### config.mk
export PLATFORM = sky130hd
export DESIGN_NAME = uart_tx
export DESIGN_NICKNAME = d
export VERILOG_FILES = /design/src/rtl/uart_pkg.sv /design/src/rtl/uart_sync_fifo.sv /design/src/rtl/uart_tx.sv
export SDC_FILE = /design/constraint.sdc
export NUM_CORES = 1
export LEC_CHECK = 0
export CORE_MARGIN = 2
export CORE_UTILIZATION = 66
export CTS_CLUSTER_SIZE = 25
export DETAILED_ROUTE_END_ITERATION = 8
export MAX_ROUTING_LAYER = met4
export PLACE_DENSITY_LB_ADDON = 0.05
export SYNTH_ARGS = -nofsm -noshare
export SYNTH_HDL_FRONTEND = slang
export SYNTH_HIERARCHICAL = 1
export SYNTH_SLANG_ARGS = --single-unit
### constraint.sdc
create_clock -name SYS_CLK -period 9.7 [get_ports SYS_CLK]
set_input_delay 0.97 -clock SYS_CLK [delete_from_list [all_inputs] [get_ports SYS_CLK]]
set_output_delay 0.97 -clock SYS_CLK [all_outputs]
set_load 0.01 [all_outputs]
### src/rtl/uart_pkg.sv
// uart_pkg
// Shared definitions for the UART transmitter slice:
//   - default CLK_HZ / BAUD / DEPTH constants
//   - transmitter state enumeration
//   - calc_div(): bit period in clock cycles, rounded to nearest
package uart_pkg;

    localparam int unsigned DEF_CLK_HZ = 50_000_000;
    localparam int unsigned DEF_BAUD   = 115_200;
    localparam int unsigned DEF_DEPTH  = 16;

    typedef enum logic [1:0] {
        IDLE  = 2'd0,
        START = 2'd1,
        DATA  = 2'd2,
        STOP  = 2'd3
    } uart_state_e;

    // round(clk_hz / baud) using integer arithmetic
    function automatic int unsigned calc_div(input int unsigned clk_hz,
                                             input int unsigned baud);
        return (clk_hz + baud / 2) / baud;
    endfunction

endpackage

### src/rtl/uart_sync_fifo.sv
// uart_sync_fifo
// Synchronous DEPTH x 8 FIFO with registered full/empty flags.
// Ports:
//   clk_i       rising-edge clock
//   rst_i       asynchronous active-high reset (empties the FIFO)
//   wr_en_i     write request; ignored while full
//   wr_data_i   byte to store
//   rd_en_i     pop request; ignored while empty
//   rd_data_o   byte at the head of the FIFO (valid while not empty)
//   full_o      registered, count == DEPTH
//   empty_o     registered, count == 0
//   count_o     number of stored bytes, log2(DEPTH)+1 bits
module uart_sync_fifo
    import uart_pkg::*;
#(
    parameter  int unsigned DEPTH = DEF_DEPTH,
    localparam int unsigned AW    = $clog2(DEPTH)
) (
    input  logic          clk_i,
    input  logic          rst_i,
    input  logic          wr_en_i,
    input  logic [7:0]    wr_data_i,
    input  logic          rd_en_i,
    output logic [7:0]    rd_data_o,
    output logic          full_o,
    output logic          empty_o,
    output logic [AW:0]   count_o
);

    localparam int unsigned CW = AW + 1;

    logic [7:0]    mem_q [DEPTH];
    logic [AW-1:0] wr_ptr_q;
    logic [AW-1:0] rd_ptr_q;
    logic [AW:0]   count_q;
    logic [AW:0]   count_d;
    logic          full_q;
    logic          empty_q;
    logic          do_wr;
    logic          do_rd;

    // Acceptance uses the registered flags, so a write while full is
    // dropped even when a pop happens in the same cycle.
    assign do_wr = wr_en_i && !full_q;
    assign do_rd = rd_en_i && !empty_q;

    always_comb begin
        count_d = count_q;
        case ({do_wr, do_rd})
            2'b10:   count_d = count_q + 1'b1;
            2'b01:   count_d = count_q - 1'b1;
            default: count_d = count_q;
        endcase
    end

    // Pointers are log2(DEPTH) bits wide, so they wrap modulo DEPTH.
    always_ff @(posedge clk_i or posedge rst_i) begin
        if (rst_i) begin
            wr_ptr_q <= '0;
            rd_ptr_q <= '0;
            count_q  <= '0;
            full_q   <= 1'b0;
            empty_q  <= 1'b1;
        end else begin
            if (do_wr) begin
                wr_ptr_q <= wr_ptr_q + 1'b1;
            end
            if (do_rd) begin
                rd_ptr_q <= rd_ptr_q + 1'b1;
            end
            count_q <= count_d;
            full_q  <= (count_d == CW'(DEPTH));
            empty_q <= (count_d == '0);
        end
    end

    // Storage has no reset; reset empties the FIFO through the pointers.
    always_ff @(posedge clk_i) begin
        if (do_wr) begin
            mem_q[wr_ptr_q] <= wr_data_i;
        end
    end

    assign rd_data_o = mem_q[rd_ptr_q];
    assign full_o    = full_q;
    assign empty_o   = empty_q;
    assign count_o   = count_q;

endmodule

### src/rtl/uart_tx.sv
// uart_tx
// FIFO-buffered 8N1 UART transmitter, LSB first, line idles high.
// Ports:
//   SYS_CLK   system clock, all logic on the rising edge
//   rst       asynchronous active-high reset; aborts any frame
//   wr_en     write strobe, one byte per cycle accepted while not full
//   wr_data   byte to queue, sampled only when wr_en=1
//   full      FIFO holds DEPTH bytes (registered)
//   busy      frame in progress or bytes queued (registered)
//   wr_err    sticky: a write was dropped because the FIFO was full
//   ur_tx     registered serial output
module uart_tx
    import uart_pkg::*;
#(
    parameter int unsigned CLK_HZ = DEF_CLK_HZ,
    parameter int unsigned BAUD   = DEF_BAUD,
    parameter int unsigned DEPTH  = DEF_DEPTH
) (
    input  logic       SYS_CLK,
    input  logic       rst,
    input  logic       wr_en,
    input  logic [7:0] wr_data,
    output logic       full,
    output logic       busy,
    output logic       wr_err,
    output logic       ur_tx
);

    localparam int unsigned DIV   = calc_div(CLK_HZ, BAUD);
    localparam int unsigned CNT_W = (DIV > 1) ? $clog2(DIV) : 1;
    localparam int unsigned AW    = $clog2(DEPTH);
    localparam logic [CNT_W-1:0] DIV_LAST = CNT_W'(DIV - 1);

    uart_state_e      state_q;
    logic [CNT_W-1:0] baud_cnt_q;
    logic [2:0]       bit_idx_q;
    logic [7:0]       shift_q;
    logic             ur_tx_q;
    logic             busy_q;
    logic             wr_err_q;

    logic             fifo_rd;
    logic             fifo_full;
    logic             fifo_empty;
    logic [7:0]       fifo_rd_data;
    logic [AW:0]      fifo_count;
    logic             bit_end;

    uart_sync_fifo #(
        .DEPTH (DEPTH)
    ) u_fifo (
        .clk_i     (SYS_CLK),
        .rst_i     (rst),
        .wr_en_i   (wr_en),
        .wr_data_i (wr_data),
        .rd_en_i   (fifo_rd),
        .rd_data_o (fifo_rd_data),
        .full_o    (fifo_full),
        .empty_o   (fifo_empty),
        .count_o   (fifo_count)
    );

    // Last cycle of the current bit period.
    assign bit_end = (baud_cnt_q == DIV_LAST);

    // Pop whenever a new frame can start: from IDLE, or at the end of a
    // stop bit so that back-to-back frames have no gap.
    assign fifo_rd = !fifo_empty &&
                     ((state_q == IDLE) || ((state_q == STOP) && bit_end));

    // The line register follows the state one cycle later, which gives the
    // two-cycle write-to-start latency and keeps every level exactly DIV
    // cycles long. busy is delayed the same way, so it drops exactly when
    // the last stop bit ends on the line.
    always_ff @(posedge SYS_CLK or posedge rst) begin
        if (rst) begin
            state_q    <= IDLE;
            baud_cnt_q <= '0;
            bit_idx_q  <= '0;
            shift_q    <= '0;
            ur_tx_q    <= 1'b1;
            busy_q     <= 1'b0;
            wr_err_q   <= 1'b0;
        end else begin
            if (wr_en && fifo_full) begin
                wr_err_q <= 1'b1;
            end

            busy_q <= (state_q != IDLE) || (fifo_count != '0);

            case (state_q)
                START:   ur_tx_q <= 1'b0;
                DATA:    ur_tx_q <= shift_q[0];
                default: ur_tx_q <= 1'b1;
            endcase

            case (state_q)
                IDLE: begin
                    baud_cnt_q <= '0;
                    bit_idx_q  <= '0;
                    if (fifo_rd) begin
                        shift_q <= fifo_rd_data;
                        state_q <= START;
                    end
                end
                START: begin
                    if (bit_end) begin
                        baud_cnt_q <= '0;
                        bit_idx_q  <= '0;
                        state_q    <= DATA;
                    end else begin
                        baud_cnt_q <= baud_cnt_q + 1'b1;
                    end
                end
                DATA: begin
                    if (bit_end) begin
                        baud_cnt_q <= '0;
                        shift_q    <= {1'b0, shift_q[7:1]};
                        if (bit_idx_q == 3'd7) begin
                            state_q <= STOP;
                        end else begin
                            bit_idx_q <= bit_idx_q + 1'b1;
                        end
                    end else begin
                        baud_cnt_q <= baud_cnt_q + 1'b1;
                    end
                end
                STOP: begin
                    if (bit_end) begin
                        baud_cnt_q <= '0;
                        if (fifo_rd) begin
                            shift_q <= fifo_rd_data;
                            state_q <= START;
                        end else begin
                            state_q <= IDLE;
                        end
                    end else begin
                        baud_cnt_q <= baud_cnt_q + 1'b1;
                    end
                end
                default: state_q <= IDLE;
            endcase
        end
    end

    assign full   = fifo_full;
    assign busy   = busy_q;
    assign wr_err = wr_err_q;
    assign ur_tx  = ur_tx_q;

endmodule

* Yosys cells after proc, flatten, opt, wreduce, memory -nomap -nowiden *
Memories as Yosys holds them, arrays and structs flattened.
Index checks and enable logic that the tools add are counted.

word-level totals
  memories kept = 1
  RAM bits = 128
  bits in registers = 40
  logic and storage cells = 73

memory list
  memory        words  bits a word  rd ports  clocked after Yosys merged registers in  wr ports  line                  text
  u_fifo.mem_q  16     8            1         0                                        1         uart_sync_fifo.sv:32  logic [7:0] mem_q [DEPTH];

operators by class
  $add $sub $neg = 6
  mux-type cells = 21
  equal/unequal tests = 14
  reduce and logical (&&, ||, !) cells = 19

operators by type and width
  cell                 count
  $mux 8               3
  $pmux 8 s3           1
  $pmux 9 s2           1
  $mux 2               5
  $ne 2x2->1 const B   5
  $pmux 5 s2           1
  $add 9x1->9 const B  1
  $eq 9x9->1 const B   1
  $mux 3               3
  $mux 9               1
  $pmux 3 s3           1
  $add 4x1->4 const B  2
  $pmux 2 s4           1
  $eq 2x2->1 const B   3
  $reduce_bool 3->1    2
  $add 5x1->5 const B  1
  $eq 5x5->1 const B   1
  $logic_and 1x1->1    5
  $logic_not 5->1      1
  $reduce_and 5->1     1
  $reduce_bool 5->1    1
  $sub 5x1->5 const B  1
  $eq 2x1->1 const B   2
  $reduce_and 4->1     1
  other kinds (11)     15

* Longest topological paths before layout *
Gate-level depths: netlist of the first run.

  depth after elaboration = 8
  mapped depth = 17

* Hierarchy *
The synthesis of the first run kept the hierarchy.

modules (own cells, without submodules)
  module          instances  cells an instance  seq. area each (um^2)  area an instance (um^2)
  uart_sync_fifo  1          286                4,220.3                5,815.6
  uart_tx         1          116                626.9                  1,410.1

* Worst setup path before layout of the first run *
Ideal clock, no wire load.

  path type = register -> register
  start = reg baud_cnt_q[1]
  end = reg u_fifo.full_q, in the netlist u_fifo/full_o
  cell stages (with the launch flop) = 18
  period minus slack after synthesis = 3,207 ps
  setup time = 95 ps
  arrival = 3,112 ps
  path slack = 6,493 ps
  cell sequence = dfrtp_1 > inv_1 > ha_1 > nand4b_4 > nor2_4 > a21oi_1 > nor2_1 > nand2b_4 > buf_6 > inv_2 > nand2_1 > xnor2_1 > ha_1 > a21oi_1 > or3_4 > a2111o_1 > a31o_1 > nor4b_2

on the way
  cells in the longest elaborated chain, start to end = 8

ends and longest elaborated chain
  item                                      line                  text
  start, declared                           uart_tx.sv:35         logic [CNT_W-1:0] baud_cnt_q;
  start signal, assigned                    uart_tx.sv:112        baud_cnt_q <= baud_cnt_q + 1'b1;
  start signal, assigned                    uart_tx.sv:125        baud_cnt_q <= baud_cnt_q + 1'b1;
  start signal, assigned                    uart_tx.sv:138        baud_cnt_q <= baud_cnt_q + 1'b1;
  $eq 9x9->1 *                              uart_tx.sv:64         assign bit_end = (baud_cnt_q == DIV_LAST);
  $logic_and 1x1->1 *                       uart_tx.sv:69         ((state_q == IDLE) || ((state_q == STOP) && bit_end));
  $logic_or 1x1->1 *                        uart_tx.sv:69
  $logic_and 1x1->1 *                       uart_tx.sv:68         assign fifo_rd = !fifo_empty &&
  net fifo_rd                               uart_tx.sv:42         logic fifo_rd;
  $logic_and 1x1->1 *                       uart_sync_fifo.sv:45  assign do_rd = rd_en_i && !empty_q;
  $eq 2x1->1 or $eq 2x2->1 (tied branches)  uart_sync_fifo.sv:49  case ({do_wr, do_rd})
  $pmux 5 s2 *                              uart_sync_fifo.sv:49
  $eq 5x5->1 *                              uart_sync_fifo.sv:72  full_q <= (count_d == CW'(DEPTH));
  end signal, assigned                      uart_sync_fifo.sv:72
  end, declared                             uart_sync_fifo.sv:37  logic full_q;

Mark *: on every way through the listed nets, which the timed path passes. The rest lies on a longest branch.
A chain may end at the register's enable or synchronous reset.

* Worst setup path after layout of the first run *
  start = in wr_en
  end = reg u_fifo.full_q, in the netlist u_fifo/full_o

on the way
  cells in the longest elaborated chain, start to end = 4

ends and longest elaborated chain
  item                                      line                  text
  start, declared                           uart_tx.sv:21         input logic wr_en,
  $logic_and 1x1->1 *                       uart_sync_fifo.sv:44  assign do_wr = wr_en_i && !full_q;
  $eq 2x1->1 or $eq 2x2->1 (tied branches)  uart_sync_fifo.sv:49
  $pmux 5 s2 *                              uart_sync_fifo.sv:49
  $eq 5x5->1 *                              uart_sync_fifo.sv:72

Mark *: on every way between the ends. The rest lies on a longest branch, timed or not.

==> summary.md, run 1 <==
| Metric | Value |
|---|---|
| Gates resized, CTS repair | 0 |
| Instance count along the most critical hold path | 1 |
| Number of nets in the layout | 449 |
| TritonRoute pass-1 iters | 5 |
| Worst-path fanout max | 13 |
| Number of clock sinks | 168 |
| Worst min-delay path endpoint | wr_err |
| DR iter-0 viols | 284 |
| Hold Fails Final Rpt | 0 |
| Top_reg_cell synth | edfxtp_1 |
| Worst path slowest cell | nor2b_1 |
| TritonCTS clock tree | yes |
| Worst setup slack for register-to-register paths | 6110 ps |
| Multi-input gate area in the final layout | 0.00224 mm² |
| Via density | 6.24 |
| Antenna Nets Post-Route | 0 |
| Clock input transition at the sequential cells of the worst setup and hold paths | 60 ps |
| Netlist cell types | 63 |
| Status | completed |
| Classification of the worst-slack hold path | reg2reg |
| Count of buffers added by post-CTS timing repair for setup | 0 |
| Leakage dissipation | 2.83 nW |
| Worst path bufs/invs | 2 |
| Top cell type by total area after synthesis | edfxtp_1 |
| GR Util All Layers | 0.243 |
| Endpoints failing setup | 0 |
| Number of buffers between clock root and the deepest sink | 2 |
| Floorplan die height | 109 µm |
| Top cell type's share of synthesized area | 0.532 |
| Slew at the pin with the worst max-slew slack | 956 ps |
| Area of placed instances | 0.00748 mm² |
| Setup clock skew after layout | 9.89 ps |
| DRC viols | 0 |
| Area of the core | 0.0107 mm² |
| Wire length after detailed routing | 12400 µm |
| CTS hold repair buffers | 0 |
| Wire length of the first global-routing pass | 19800 µm |
| Worst path cell trace | clkdlybuf4s50_1 -> nor2b_1 -> inv_2 -> nand2_1 -> xnor2_1 -> ha_1 -> a21oi_1 -> or3_4 -> a2111o_1 -> a31o_1 -> nor4b_2 |
| Summed negative setup slack over all endpoints | 0 ps |
| Average footprint of a synthesized cell | 18.0 µm² |
| Proportion of register bits with asynchronous set or reset after synthesis | 0.238 |
| Number of antenna violations at the first check in global routing | 0 |
| YS warnings | 6 |
| Area taken by flip-flops and latches | 0.00485 mm² |
| Vias in the first global route | 3615 |
| Proportion of synthesized chip area in sequential cells | 0.671 |
| Wire length per cell | 21.6 µm |
| Io pins | 15 |
| Final critical path time including I/O delays and setup | 3860 ps |
| Routability cong. | 0.803 |
| GR Util met2 | 0.354 |
| Synth Instances | 402 |
| Fmax | 259 MHz |
| Max-slew violation count | 0 |
| Most frequently used cell type in the post-synthesis netlist | edfxtp_1 |
| Total power consumption of the routed design | 2.42 mW |
| P&R area growth vs syn | 11.4% |
| Setup repair after global routing missed its margin | false |
| XOR/XNOR share of the synthesized area | 0.0194 |
| Cell type group with the largest total delay on the critical path | simple AND/OR/NAND/NOR gates |
| Reg-to-reg critical path endpoint | u_fifo/full_o |
| Ratio of total power to cell area | 300 mW/mm² |
| Fraction of final layout cells with drive strength greater than 1 | 0.249 |
| Post-synthesis mux area share | 0.154 |
| Final non-filler cell area | 0.00805 mm² |
| Share of the clock period used by the worst path after layout | 0.398 |
| Port Buf Inserts | 14 |
| Synthesis-stage register bit count | 168 |
| Number of nets in the synthesized netlist | 429 |
| Number of enable flip-flop cells after synthesis | 128 |
| GR met3 Demand/Resource | 0.0634 |
| Critical path startpoint category | primary input |
| Ranking of synthesized cells by area | edfxtp_1, dfrtp_1, mux4_2 |
| Via Count | 3581 |
| Die X-Extent | 109 µm |
| Overflow left after global routing | 0 |
| Worst slew margin relative to its limit | 0.362 |
| Hold wc startpoint | wr_err |
| Clock latency on the worst-skew pair | 520 ps |
| Overall die area | 0.0118 mm² |
| Delay of the slowest cell on the worst path | 720 ps |
| Required arrival time at the worst endpoint | 10130 ps |
| Detailed Place HPWL | 8180 µm |
| Pin count of the biggest net entering global routing | 36 |
| Post-Syn Area | 0.00723 mm² |
| Crit path DAT | 4290 ps |
| Worst reg2reg path depth | 16 |
| Layout filler cell count | 626 |
| Final design utilization | 0.749 |
| Clk Tree Root Cell | clkbuf_8 |
| Worst setup EP type | flop |
| Core Rows | 38 |
| Max-Cap Viols | 0 |
| H-tree lvl count | 4 |
| Routing layer with the top usage in global route | met2 |
| Total CTS buffers | 17 |
| Count of inserted antenna diode cells | 0 |
| Type of the worst setup path | in2reg |
| Area fraction in compound gates after synthesis | 0.0362 |
| Met1 Use GR | 0.346 |
| Worst hold-check slack | 463 ps |
| Commonest cells post-synth | edfxtp_1, mux4_2, dfrtp_1, mux2_2 |
| Fraction of the mapped netlist area in simple logic gates | 0.0732 |
| Adder and majority gate portion of the synthesized area | 0.0277 |
| Maximum VDD drop | 320 µV |
| Effective utilization at floorplan | 0.672 |
| Largest family of logic cells by synthesized area | multiplexers |
| R2R Path Start | baud_cnt_q[1] |
[registers in the layout (all words and copies together) (netlist names)]
signal and flops:
u_fifo/count_o 5, u_fifo/full_o 1, busy 1, bit_idx_q 3, ur_tx 1, shift_q 8
u_fifo/rd_ptr_q 4, state_q 2, u_fifo/mem_q 128, wr_err 1, baud_cnt_q 9, u_fifo/wr_ptr_q 4
u_fifo/empty_o 1
[logic make-up after synthesis]
kind of cell | count (synthesis)
adders and majority gates | 16
buffers and inverters | 29
xor gates and xnor gates | 16
and+or+nand+nor | 82
AOI/OAI and AO/OA | 32
muxes | 59
DFF | 168
[cell type report]
class | instances | share of cell area
Multi-Input combinational cell | 205 | 0.279
Clock buffer | 20 | 0.0528
Sequential cell | 168 | 0.602
Inverter | 14 | 0.00653
Tap cell | 140 | 0.0218
Timing Repair Buffer | 16 | 0.0193
Clock inverter | 11 | 0.0186
[placed cells by master (no fill, tap or decap), types with 2 or more instances in the layout]
cell type,synthesis,routed
edfxtp_1,128,128
nand4_1,3,3
a21oi_1,7,7
clkbuf_16,0,16
nor3b_1,3,3
and3_1,4,4
bufinv_16,0,3
mux4_2,40,40
nor3_1,6,6
xnor2_1,12,12
clkbuf_1,6,3
xor2_1,4,4
dfstp_2,2,2
nand3_1,5,5
dfrtp_1,38,37
or3_1,3,3
o221a_2,2,2
nand2_1,13,13
o21ai_0,4,4
ha_1,16,16
a211o_1,2,2
inv_1,12,12
nor2_1,11,11
buf_4,1,2
and2_1,16,16
nand3b_1,2,2
clkdlybuf4s50_1,0,14
inv_2,2,2
nor4_1,2,2
clkinv_4,0,4
mux2_2,18,18
[per-layer routing]
metal / share of wire / up-vias
met4: 0.012 / 0
met5: 0 / -
li1: - / 1620
met3: 0.048 / 13
met1: 0.45 / 1841
met2: 0.49 / 107
[where the power goes]
group | internal (mW) | switching [mW]
combinational | 0.390 | 0.363
clock | 0.392 | 0.256
sequential | 0.903 | 0.113
[worst max-delay path by stage]
stage,startpoint,to,slack (ps),cells past startpoint
after floorplan,baud_cnt_q[1],u_fifo/full_o,6490,17
after detailed placement,wr_en,u_fifo/full_o,5410,11
final,wr_en,u_fifo/full_o,5840,11
after global routing,wr_en,u_fifo/empty_o,5660,11
after CTS,wr_en,u_fifo/full_o,5910,11
after global placement,wr_en,u_fifo/full_o,5560,11
[per-stage QoR]
step                std cells  setup WS (ps)
floorplan                 402           6490
global placement          543           5560
detailed placement        543           5410
CTS                       574           5910
global route              574           5660
finish                    574           5840
Power figures use the tool's default switching activity.
==> run 2, diff against run 1 <==
--- a/config.mk
+++ b/config.mk
@@ -6,7 +6,7 @@
 export NUM_CORES = 1
 export LEC_CHECK = 0
 export CORE_MARGIN = 2
-export CORE_UTILIZATION = 66
+export CORE_UTILIZATION = 56
 export CTS_CLUSTER_SIZE = 25
 export DETAILED_ROUTE_END_ITERATION = 8
 export MAX_ROUTING_LAYER = met4
==> constraint.sdc (replaced) <==
create_clock -name SYS_CLK -period 3.5 [get_ports SYS_CLK]
set_input_delay 0.35 -clock SYS_CLK [delete_from_list [all_inputs] [get_ports SYS_CLK]]
set_output_delay 0.35 -clock SYS_CLK [all_outputs]
set_load 0.01 [all_outputs]
==> run 2 against run 1 <==
Power increased to 2.8 times the previous value; register-to-register slack worse by 5900 ps; largest cell class unchanged; critical path type is now reg2reg; critical endpoint unchanged; clock skew down 0.81 ps; routed wire length up 4.7%; first-iteration DRC count is 8.5% higher; largest power group unchanged; worst hold slack got worse by 150 ps.
==> summary.md, run 2 (synthesis gave the netlist of run 1 again) <==
| Metric | Value |
|---|---|
| Status | completed |
| DR iter-0 viols | 308 (+8.5%) |
| R2R Path Start | baud_cnt_q[1] |
| Fmax | 304 MHz |
| Max-slew violation count | 0 (unchanged) |
| Overall die area | 0.0138 mm² (+17%) |
| Wire length per cell | 21.1 µm (-2.3%) |
| P&R area growth vs syn | 12.7% |
| Clock latency on the worst-skew pair | 430 ps (-90 ps) |
| Pin count of the biggest net entering global routing | 26 (-28%) |
| Core Rows | 41 (+7.9%) |
| Fraction of final layout cells with drive strength greater than 1 | 0.271 (+0.0220) |
| DRC viols | 0 (unchanged) |
| Detailed Place HPWL | 8430 µm (+3.2%) |
| Maximum VDD drop | 535 µV (+67%) |
| Share of the clock period used by the worst path after layout | 0.940 |
| Count of inserted antenna diode cells | 0 (unchanged) |
| Number of nets in the layout | 457 (+1.8%) |
| Final design utilization | 0.645 (-0.104) |
| Most frequent cell on the critical path | a21oi_1 |
| Worst setup EP type | flop |
| Worst setup slack for register-to-register paths | 210 ps (-5900 ps) |
| Ratio of total power to cell area | 826 mW/mm² (+180%) |
| Flip-flop count of the largest register, all copies and words added | 128 (unchanged) |
| Worst path bufs/invs | 2 (unchanged) |
| Routability cong. | 0.819 (+2.0%) |
| Worst path slowest cell | a2111o_1 |
| Clock input transition at the sequential cells of the worst setup and hold paths | 70 ps (about the same) |
| Setup repair after global routing missed its margin | false |
| Number of buffers between clock root and the deepest sink | 2 (unchanged) |
| Most frequent cells in the layout | edfxtp_1, mux4_2, dfrtp_1 |
| Leading cell type in the layout, fill and taps excluded | edfxtp_1 |
| Worst reg2reg path depth | 16 (unchanged) |
| Setup clock skew after layout | 9.08 ps (-0.805 ps) |
| GR Util All Layers | 0.213 (-0.0296) |
| Summed negative setup slack over all endpoints | 0 ps (unchanged) |
| Wire length of the first global-routing pass | 21000 µm (+5.8%) |
| Worst-path fanout max | 9 (-4) |
| TritonCTS clock tree | yes |
| Area taken by flip-flops and latches | 0.00485 mm² (unchanged) |
| Leakage dissipation | 2.86 nW (+1.1%) |
| Wire length after detailed routing | 13000 µm (+4.7%) |
| Clk Tree Root Cell | clkbuf_16 |
| Port Buf Inserts | 14 (unchanged) |
| Via density | 5.86 (-6.1%) |
| TritonRoute pass-1 iters | 4 (-1) |
| Largest register by flop count | u_fifo/mem_q |
| Crit path DAT | 3620 ps (-670 ps) |
| Number of antenna violations at the first check in global routing | 0 (unchanged) |
| Type of the worst setup path | reg2reg |
| Leading registers by flop count | u_fifo/mem_q x128, baud_cnt_q x9, shift_q x8 |
| Total power consumption of the routed design | 6.72 mW (+180%) |
| Final critical path time including I/O delays and setup | 3290 ps |
| Slew at the pin with the worst max-slew slack | 989 ps (+33.2 ps) |
| Overflow left after global routing | 0 (unchanged) |
| Worst slew margin relative to its limit | 0.340 (-0.0221) |
| Total CTS buffers | 17 (unchanged) |
| Die X-Extent | 118 µm (+8.2%) |
| Worst path cell trace | inv_1 -> ha_1 -> nand4b_4 -> nor2_4 -> a21oi_1 -> nor2_1 -> nand2b_4 -> inv_4 -> nand2_1 -> xnor2_1 -> ha_2 -> a21oi_1 -> or3_4 -> a2111o_1 -> a31o_1 -> nor4b_2 |
| Via Count | 3604 (+0.64%) |
| H-tree lvl count | 4 (unchanged) |
| Area of the core | 0.0126 mm² (+17%) |
| Reg-to-reg critical path endpoint | u_fifo/full_o |
| Required arrival time at the worst endpoint | 3830 ps (-6300 ps) |
| Effective utilization at floorplan | 0.573 (-0.0999) |
| Worst hold-check slack | 317 ps (-146 ps) |
| Layout filler cell count | 912 (+46%) |
| Io pins | 15 (unchanged) |
| Classification of the worst-slack hold path | in2async |
| Max-Cap Viols | 0 (unchanged) |
| Number of clock sinks | 168 (unchanged) |
| Vias in the first global route | 3622 (+0.19%) |
| Floorplan die height | 118 µm (+8.2%) |
| Endpoints failing setup | 0 (unchanged) |
| Delay of the slowest cell on the worst path | 410 ps (-310 ps) |
| Cell type group with the largest total delay on the critical path | simple AND/OR/NAND/NOR gates |
| Hold Fails Final Rpt | 0 (unchanged) |
| Critical path startpoint category | flop |
| Antenna Nets Post-Route | 0 (unchanged) |
| Multi-input gate area in the final layout | 0.00225 mm² (+0.11%) |
[run 2: cell count changes in the layout (fill, tap and decap cells not counted), sizes merged]
cell	before	now
clkinvlp	1	2
clkbuf	20	19
bufinv	3	1
buf	2	10
clkinv	6	1
inv	15	23
[run 2: layout make-up]
type	count	area share
Tap cell	172	0.0264
Timing Repair Buffer	24	0.0264
Sequential cell	168	0.595
Clock inverter	13	0.0161
Inverter	14	0.00676
Multi-Input combinational cell	205	0.276
Clock buffer	19	0.0531
[run 2: worst max-delay path by stage]
stage	from	endpoint	cells after the start
after floorplan	baud_cnt_q[1]	u_fifo/full_o	17
after global placement	baud_cnt_q[1]	u_fifo/full_o	16
after detailed placement	baud_cnt_q[1]	u_fifo/full_o	16
after CTS	baud_cnt_q[1]	u_fifo/full_o	16
after global routing	baud_cnt_q[1]	u_fifo/full_o	16
final	baud_cnt_q[1]	u_fifo/full_o	16
[run 2: metal layers]
| metal | up-vias | track usage | share of wire |
|---|---|---|---|
| met5 | - | - | 0 |
| met4 | 0 | 0.0723 | 0.012 |
| met3 | 13 | 0.0451 | 0.037 |
| met2 | 62 | 0.297 | 0.47 |
| met1 | 1890 | 0.318 | 0.48 |
| li1 | 1639 | - | - |
[run 2: through the flow]
step           std cells  worst slack [ps]  cell area [µm²]
6_report             615               211             8150
4_1_cts              610              52.1             8100
5_1_grt              615              15.8             8150
2_1_floorplan        402               293             7230
3_3_place_gp         578               177             7540
3_5_place_dp         578              77.6             7540
[run 2: report_power, final]
group | internal [mW] | switching, mW
clock network | 1.00 | 0.796
logic | 1.10 | 1.06
registers | 2.50 | 0.261
[run 2: what timing repair did]
item	CTS	global route
setup buffers	0	5
setup endpoints to repair	0	2
gates resized for setup	0	2
hold buffers	0	0
==> run 3, diff against run 2 <==
--- a/config.mk
+++ b/config.mk
@@ -9,6 +9,7 @@
 export CORE_UTILIZATION = 56
 export CTS_CLUSTER_SIZE = 25
 export DETAILED_ROUTE_END_ITERATION = 8
+export HOLD_SLACK_MARGIN = 0.02
 export MAX_ROUTING_LAYER = met4
 export PLACE_DENSITY_LB_ADDON = 0.05
 export SYNTH_ARGS = -nofsm -noshare
==> results of run 3 <==
The final DEF is identical to that of run 2; final timing and power are the same.
